===== config.mk =====
export PLATFORM = sky130hd
export DESIGN_NAME = alu_32
export DESIGN_NICKNAME = d
export VERILOG_FILES = /design/src/rtl/alu_32.sv
export SDC_FILE = /design/constraint.sdc
export NUM_CORES = 1
export LEC_CHECK = 0
export CORE_MARGIN = 3
export CORE_UTILIZATION = 65
export DETAILED_ROUTE_END_ITERATION = 6
export DONT_BUFFER_PORTS = 1
export PLACE_DENSITY = 0.91
export SLEW_MARGIN = 5
export SYNTH_ARGS = -nofsm -noshare
export SYNTH_HDL_FRONTEND = slang
export SYNTH_SLANG_ARGS = --single-unit

===== constraint.sdc =====
create_clock -name clk -period 4.4 [get_ports clk]
set_input_delay 0.88 -clock clk [delete_from_list [all_inputs] [get_ports clk]]
set_output_delay 0.88 -clock clk [all_outputs]
set_load 0.05 [all_outputs]

===== src/rtl/alu_32.sv =====
// Multi-cycle 32-bit MIPS ALU: IDLE -> EXEC -> DONE with start/finish handshake.
// Optional signed-overflow detection is compiled in with `define ALU_32_OVERFLOW_EN.
module alu_32 #(
    parameter int WIDTH = 32
) (
    input  logic             clk,
    input  logic             rst_n,
    input  logic             start,
    input  logic [3:0]       alu_control,
    input  logic [WIDTH-1:0] a,
    input  logic [WIDTH-1:0] b,
    output logic [WIDTH-1:0] result,
    output logic             zero,
    output logic             overflow,
    output logic             err_illegal_alu_control,
    output logic             busy,
    output logic             finish
);

    localparam logic [1:0] S_IDLE = 2'd0;
    localparam logic [1:0] S_EXEC = 2'd1;
    localparam logic [1:0] S_DONE = 2'd2;

    localparam logic [3:0] OP_AND = 4'b0000;
    localparam logic [3:0] OP_OR  = 4'b0001;
    localparam logic [3:0] OP_ADD = 4'b0010;
    localparam logic [3:0] OP_SUB = 4'b0110;
    localparam logic [3:0] OP_SLT = 4'b0111;
    localparam logic [3:0] OP_NOR = 4'b1100;

    typedef struct packed {
        logic [3:0]       op;
        logic [WIDTH-1:0] a;
        logic [WIDTH-1:0] b;
    } req_t;

    logic [1:0]       state;
    req_t             req;
    logic [WIDTH-1:0] sum;
    logic [WIDTH-1:0] diff;
    logic [WIDTH-1:0] res_nxt;
    logic             ill_nxt;

    assign sum  = req.a + req.b;
    assign diff = req.a - req.b;
    assign busy = (state == S_EXEC);

    always_comb begin
        res_nxt = '0;
        ill_nxt = 1'b0;
        case (req.op)
            OP_AND:  res_nxt = req.a & req.b;
            OP_OR:   res_nxt = req.a | req.b;
            OP_ADD:  res_nxt = sum;
            OP_SUB:  res_nxt = diff;
            OP_SLT:  res_nxt = {{(WIDTH-1){1'b0}}, $signed(req.a) < $signed(req.b)};
            OP_NOR:  res_nxt = ~(req.a | req.b);
            default: ill_nxt = 1'b1;
        endcase
    end

`ifdef ALU_32_OVERFLOW_EN
    logic ovf_nxt;

    always_comb begin
        ovf_nxt = 1'b0;
        case (req.op)
            OP_ADD:  ovf_nxt = (req.a[WIDTH-1] == req.b[WIDTH-1]) && (sum[WIDTH-1] != req.a[WIDTH-1]);
            OP_SUB:  ovf_nxt = (req.a[WIDTH-1] != req.b[WIDTH-1]) && (diff[WIDTH-1] != req.a[WIDTH-1]);
            default: ovf_nxt = 1'b0;
        endcase
    end

    always_ff @(posedge clk) begin
        if (!rst_n)
            overflow <= 1'b0;
        else if (state == S_EXEC)
            overflow <= ovf_nxt;
    end
`else
    assign overflow = 1'b0;
`endif

    // Start is only honoured in IDLE/DONE, so a pulse during EXEC is simply lost.
    always_ff @(posedge clk) begin
        if (!rst_n) begin
            state                   <= S_IDLE;
            req                     <= '0;
            result                  <= '0;
            zero                    <= 1'b1;
            err_illegal_alu_control <= 1'b0;
            finish                  <= 1'b0;
        end else begin
            finish <= 1'b0;
            case (state)
                S_EXEC: begin
                    result                  <= res_nxt;
                    zero                    <= (res_nxt == '0);
                    err_illegal_alu_control <= ill_nxt;
                    finish                  <= 1'b1;
                    state                   <= S_DONE;
                end
                default: begin
                    if (start) begin
                        req   <= '{op: alu_control, a: a, b: b};
                        state <= S_EXEC;
                    end else begin
                        state <= S_IDLE;
                    end
                end
            endcase
        end
    end

endmodule


Word level (Yosys, flattened, before mapping)
Cells that the tools add are included.

cells by class
  add/subtract/negate cells = 2
  $lt $le $gt $ge = 1
  equality and inequality tests = 6
  mux-type cells = 5
  bitwise gates (word level) = 5
  reductions and logical operators = 5

operator list
  operator            number
  $pmux 32 s6         1
  $add 32x32->32      1
  $and 32x32->32      1
  $logic_not 32->1    1
  $lt 32x32->1        1
  $not 32->32         1
  $or 32x32->32       1
  $sub 32x32->32      1
  $eq 4x3->1 const B  2
  $reduce_or 6->1     1
  $eq 4x1->1 const B  1
  $eq 4x2->1 const B  1
  $eq 4x4->1 const B  1
  $logic_not 4->1     1
  $mux 1              3
  $eq 2x1->1 const B  1
  $mux 2              1
  $not 1->1           2
  $reduce_and 2->1    1
  $reduce_or 2->1     1

storage, ports and cells
  bits in registers = 105
  input bits = 71
  output and inout bits = 37
  logic and storage cells = 33

Depth between registers and ports, before layout
  depth in word-level cells = 4
  depth in mapped cells = 15
  depth with buffers taken out = 15

Worst setup path before layout
OpenSTA, ideal clock, no wires.

  path type = register to register
  from = register req[0] in the netlist's numbering
  to = register zero
  setup time = 0.060 ns
  data arrival time = 3.112 ns
  data required time = 4.340 ns
  path slack = 1.228 ns
  stages on the path, launching flop included = 14
  path buffers = 0
  clock period less this slack = 3.172 ns
  cell sequence = dfxtp_1 > ha_1 > fa_1 > a21o_1 > a221oi_4 > mux2i_1 > a2111oi_4 > o221a_1 > nor4b_2 > nand4_1 > nor4_1 > nand4_1 > nor4_1 > a41o_1

between the ends
  word-level cells in the longest chain between the ends = 4
  elaborated cells between the ends (all ways) = 8
  those cells by class = add/sub: 2; order compare: 1; mux: 1; bitwise: 3; reduce/logical: 1

RTL lines
  what                                                    line  RTL
  start, declared                                         38    req_t req;
  start signal, assigned                                  105   req <= '{op: alu_control, a: a, b: b};
  branches (longest 2 deep; another with $sub 32x32->32)  -
  $pmux 32 s6 *                                           51    case (req.op)
  $logic_not 32->1 *                                      98    zero <= (res_nxt == '0);
  end signal, assigned                                    98
  end, declared                                           13    output logic zero,

Every way passes the cells marked *.
A chain may end at the register's enable or synchronous reset.

Final worst setup path
  from = register req[5] in the netlist's numbering
  to = register zero

The elaborated chain is that of the path after synthesis.

==> impl_summary.log <==
INFO  metric hpwl_reported_at_the_end_of_detailed_placement = roughly 23000 um
INFO  metric synth_top_cell_area_share = 0.2199
INFO  metric cts_max_level = 3
INFO  metric crit_path_top_delay_cell = sky130_fd_sc_hd__ha_1
INFO  metric yosys.area.top_type = sky130_fd_sc_hd__dfxtp_1
INFO  metric synth-main-ff-cell = sky130_fd_sc_hd__dfxtp_1
INFO  metric worst-slew-pin-transition = 1052 ps
INFO  metric synth_area_per_cell = around 7.2 um^2
INFO  metric power_switching_share = 0.4109
INFO  metric netlist_area = between 9000 and 10000 um^2
INFO  metric startpoint = req[5]$_SDFFE_PN0P_
INFO  metric async_flop_share = 0
INFO  metric area_growth_syn_to_layout = 3.912%
INFO  metric synth_fp_nets = about 1500
INFO  metric cp.required = ~4700 ps
INFO  metric internal_power = between 1.5 and 2 mW
INFO  metric postCtsHoldBufs = 0
INFO  metric global_route.overflow_total = 0
INFO  metric antenna_cells_inserted = 0
INFO  metric min_path_type = flip-flop to flip-flop
INFO  metric timing.hold.ws = approximately 480 ps
INFO  metric root_buffer = sky130_fd_sc_hd__clkbuf_16
INFO  metric yosysSeqAreaShare = 0.2199
INFO  metric setup_repair_after_global_routing_missed_its_margin = false
INFO  metric wirelength = a little over 30000 um
INFO  metric floorplan.die_area = around 16000 um^2
INFO  metric die_h = 126.7 um
INFO  metric num-fill-cells = approximately 1200
INFO  metric total_switching_power = 1.212 mW
INFO  metric dr.first_iter.drc_count = approximately 1500
INFO  metric ys_warn_count = 0
INFO  metric power_frac_clock = 0.279
INFO  metric path_class = flip-flop to flip-flop
INFO  metric share_seq_of_total_power = 0.385
INFO  metric pin_count_of_the_biggest_net_entering_global_routing = 70
INFO  metric crit_path_frequent_cell = sky130_fd_sc_hd__nor4_1
INFO  metric period_needed = between 4000 and 5000 ps
INFO  metric finalCritPeriodShare = 0.9157
INFO  metric fmax = ~250 MHz
INFO  metric initial_utilization = 0.6742
INFO  metric post_cts.resized_instances = 0
INFO  metric core_region_area = ~14000 um^2
INFO  metric leak_pwr = between 3 and 4 nW
INFO  metric timing.setup.tns = 0 ps
INFO  metric cts_tree = built
INFO  metric ys_types = 91
INFO  metric ys_seq_elements = between 100 and 150
INFO  metric wire_per_inst = about 21 um
INFO  metric num_rows = 43
INFO  metric die_w = between 100 and 150 um
INFO  metric worst_ir_drop_vdd = around 240 uV
INFO  metric post_route_cells_drive_above_1_share = 0.05910
INFO  metric floorplan.io_pins = around 110
INFO  metric cts_made_buffers = 9
INFO  metric cts_post_setup_buffers_inserted = 0
INFO  metric min_from = req[13]$_SDFFE_PN0P_
INFO  metric finalWorstSetupSlack = about 370 ps
INFO  metric route.antenna.remaining_nets = 0
INFO  metric max_clock_buf_depth = 2
INFO  metric path_buf_inv = 1
INFO  metric synthCells = about 1300
INFO  metric first_pass_grt_wire_length = between 40000 and 50000 um
INFO  metric vias_in_the_first_global_route = around 9000
INFO  metric final-hold-violation-count = 0
INFO  metric clock_latency = between 300 and 400 ps
INFO  metric run_status = completed
INFO  metric remaining_drc_errors = 0
INFO  metric regArea = roughly 2100 um^2
INFO  metric detailed_routing_iteration_count_for_the_pre_antenna_repair_pass = 6
INFO  metric timing.critical_path.arrival = between 4000 and 5000 ps
INFO  metric final_count_of_negative_setup_slack_endpoints = 0
INFO  metric routed-via-count = 10030
INFO  metric worstSetupEndpointType = flip-flop
INFO  metric overall_track_demand_over_capacity_in_global_routing = 0.3722
INFO  metric p_per_area = 299.7 nW/um^2
INFO  metric worstPathCellList = inv_1, ha_1, and3_1, a221oi_4, nor4_1, o31ai_2, a31oi_1, o21ai_0, a2111oi_4, o2111ai_1, nor4_1, a41o_1
INFO  metric final_net_count = about 1400
INFO  metric report.final.slew_viol_count = 0
INFO  metric path_clk_slew = ~80 ps
INFO  metric drv.max_cap_violation_count = 0
INFO  metric worstPathMaxFanout = 14
INFO  metric setup.worst_path.start_class = flip-flop
INFO  metric path_delay_family = compound AO/OA/AOI/OAI gates
INFO  metric multi_input_area = 6679 um^2
INFO  metric rr_startpoint = req[5]$_SDFFE_PN0P_
INFO  metric critical-path-max-stage-delay = around 630 ps
INFO  metric viasPerCell = between 6 and 7
INFO  metric max_slew_margin = 0.2988
INFO  metric gpl.final_weighted_congestion = ~1.0
INFO  metric power.combinational.fraction = 0.335
INFO  metric buffer_ports.inserted = 0
INFO  metric fin_worst_skew = between 8 and 9 ps
INFO  metric synth.area.top_cells = sky130_fd_sc_hd__dfxtp_1, sky130_fd_sc_hd__ha_1, sky130_fd_sc_hd__nand2_1
INFO  metric antenna_found_initial = 0
INFO  metric number_of_flops_mapped_to_enable_cells_by_yosys = 0
INFO  metric clkSinkCount = between 100 and 150
INFO  metric place_worst_setup_slack = about 460 ps
==> cells by family after synthesis <==
logic type | count (synthesis) | synth area share
other | 1 | 0.0003961
AOI/OAI and AO/OA | 453 | 0.3311
and+or+nand+nor | 458 | 0.2209
adders and majority gates | 103 | 0.1377
muxes | 7 | 0.007666
DFF | 104 | 0.2199
xor gates and xnor gates | 5 | 0.004626
buffers and inverters | 188 | 0.07772
==> power by group through the flow <==
| stage | Sequential (mW) | Clock (mW) | Combinational [mW] |
|---|---|---|---|
| final | 1.14 | 0.823 | 0.989 |
| after global routing | 1.14 | 0.857 | 1.07 |
| after CTS | 1.14 | 0.824 | 0.954 |
| after detailed placement | 1.16 | 0 | 0.948 |
| after global placement | 1.15 | 0 | 0.942 |
| after floorplan | 1.13 | 0 | 0.724 |
==> cells in the mapped netlist (all sizes together) (4+ instances only) <==
library cell,count
nor2b,10
or3b,4
o22a,9
nor4,11
o2111ai,5
and3,9
o21bai,7
nand2b,8
clkbuf,66
o21a,6
buf,27
mux2i,5
xnor2,4
o22ai,21
a31oi,9
a211oi,26
a221o,8
dfxtp,104
or2,4
a2111oi,6
inv,95
a221oi,12
o31ai,11
nand4,10
nor2,113
o21ai,51
o211ai,15
a21o,18
o41ai,4
o311ai,7
o221a,4
nor4b,4
a22oi,37
nor3,29
and2,6
ha,101
o31a,6
o221ai,13
nand2,206
a211o,6
nand3,26
a21oi,148
==> final timing paths <==
kind | slack (ps) | cells past startpoint | endpoint
setup reg to reg | 370 | 12 | zero$_SDFFE_PN1P_
hold / removal | 480 | 2 | req[13]$_SDFFE_PN0P_
setup / recovery | 370 | 12 | zero$_SDFFE_PN1P_
hold reg to reg | 480 | 2 | req[13]$_SDFFE_PN0P_
==> stage by stage <==
step / area [um^2] / power, mW / instances / util
2_1_floorplan: 9467 / 1.859 / 1319 / -
3_3_place_gp: 9545 / 2.095 / 1433 / 0.6798
3_5_place_dp: 9545 / 2.106 / 1433 / 0.6798
4_1_cts: 9837 / 2.913 / 1449 / 0.7005
5_1_grt: 9837 / 3.073 / 1449 / 0.7005
6_report: 9837 / 2.948 / 1449 / 0.7005
==> worst min-delay path, stage by stage, from the launching register on <==
cell and delay [ps]:
sky130_fd_sc_hd__dfxtp_1 330, sky130_fd_sc_hd__nand2_1 60, sky130_fd_sc_hd__a21oi_1 50
==> per-layer routing <==
layer,vias up,routed length (um),track usage
li1,4643,-,-
met1,4611,13240,0.5388
met2,680,12830,0.5395
met3,96,3936,0.1002
met4,0,886,0.1136
met5,-,0,0
==> registers in the layout, summed over array words and instances, names as in the netlist <==
name / cells
req: 68
result: 32
err_illegal_alu_control: 1
finish: 1
state: 1
zero: 1
==> cells in the final DEF (no fill, tap or decap), types with 7 or more instances in the layout <==
cell type,count
sky130_fd_sc_hd__nand2_1,205
sky130_fd_sc_hd__a221oi_1,11
sky130_fd_sc_hd__o22ai_1,21
sky130_fd_sc_hd__dfxtp_1,104
sky130_fd_sc_hd__o21bai_1,7
sky130_fd_sc_hd__nand2b_1,8
sky130_fd_sc_hd__inv_1,92
sky130_fd_sc_hd__a21o_1,18
sky130_fd_sc_hd__o31ai_1,10
sky130_fd_sc_hd__o22a_1,9
sky130_fd_sc_hd__nor4_1,11
sky130_fd_sc_hd__o211ai_1,15
sky130_fd_sc_hd__nand3_1,26
sky130_fd_sc_hd__o221ai_1,13
sky130_fd_sc_hd__ha_1,101
sky130_fd_sc_hd__nand4_1,10
sky130_fd_sc_hd__a21oi_1,148
sky130_fd_sc_hd__and3_1,8
sky130_fd_sc_hd__nor2_1,112
sky130_fd_sc_hd__a211oi_1,26
sky130_fd_sc_hd__buf_4,27
sky130_fd_sc_hd__nor2b_1,9
sky130_fd_sc_hd__a22oi_1,37
sky130_fd_sc_hd__a31oi_1,8
sky130_fd_sc_hd__nor3_1,28
sky130_fd_sc_hd__o21ai_0,48
sky130_fd_sc_hd__a221o_1,8
sky130_fd_sc_hd__clkbuf_16,9
==> final cells by class <==
cell class                 count  share of cell area
multi-input combinational   1027              0.6790
sequential                   104              0.2117
inverter                      95             0.03625
clock buffer                  10             0.02328
tap                          180             0.02289
timing repair buffer          27             0.02061
clock inverter                 6            0.006360
Power figures use the tool's default switching activity.
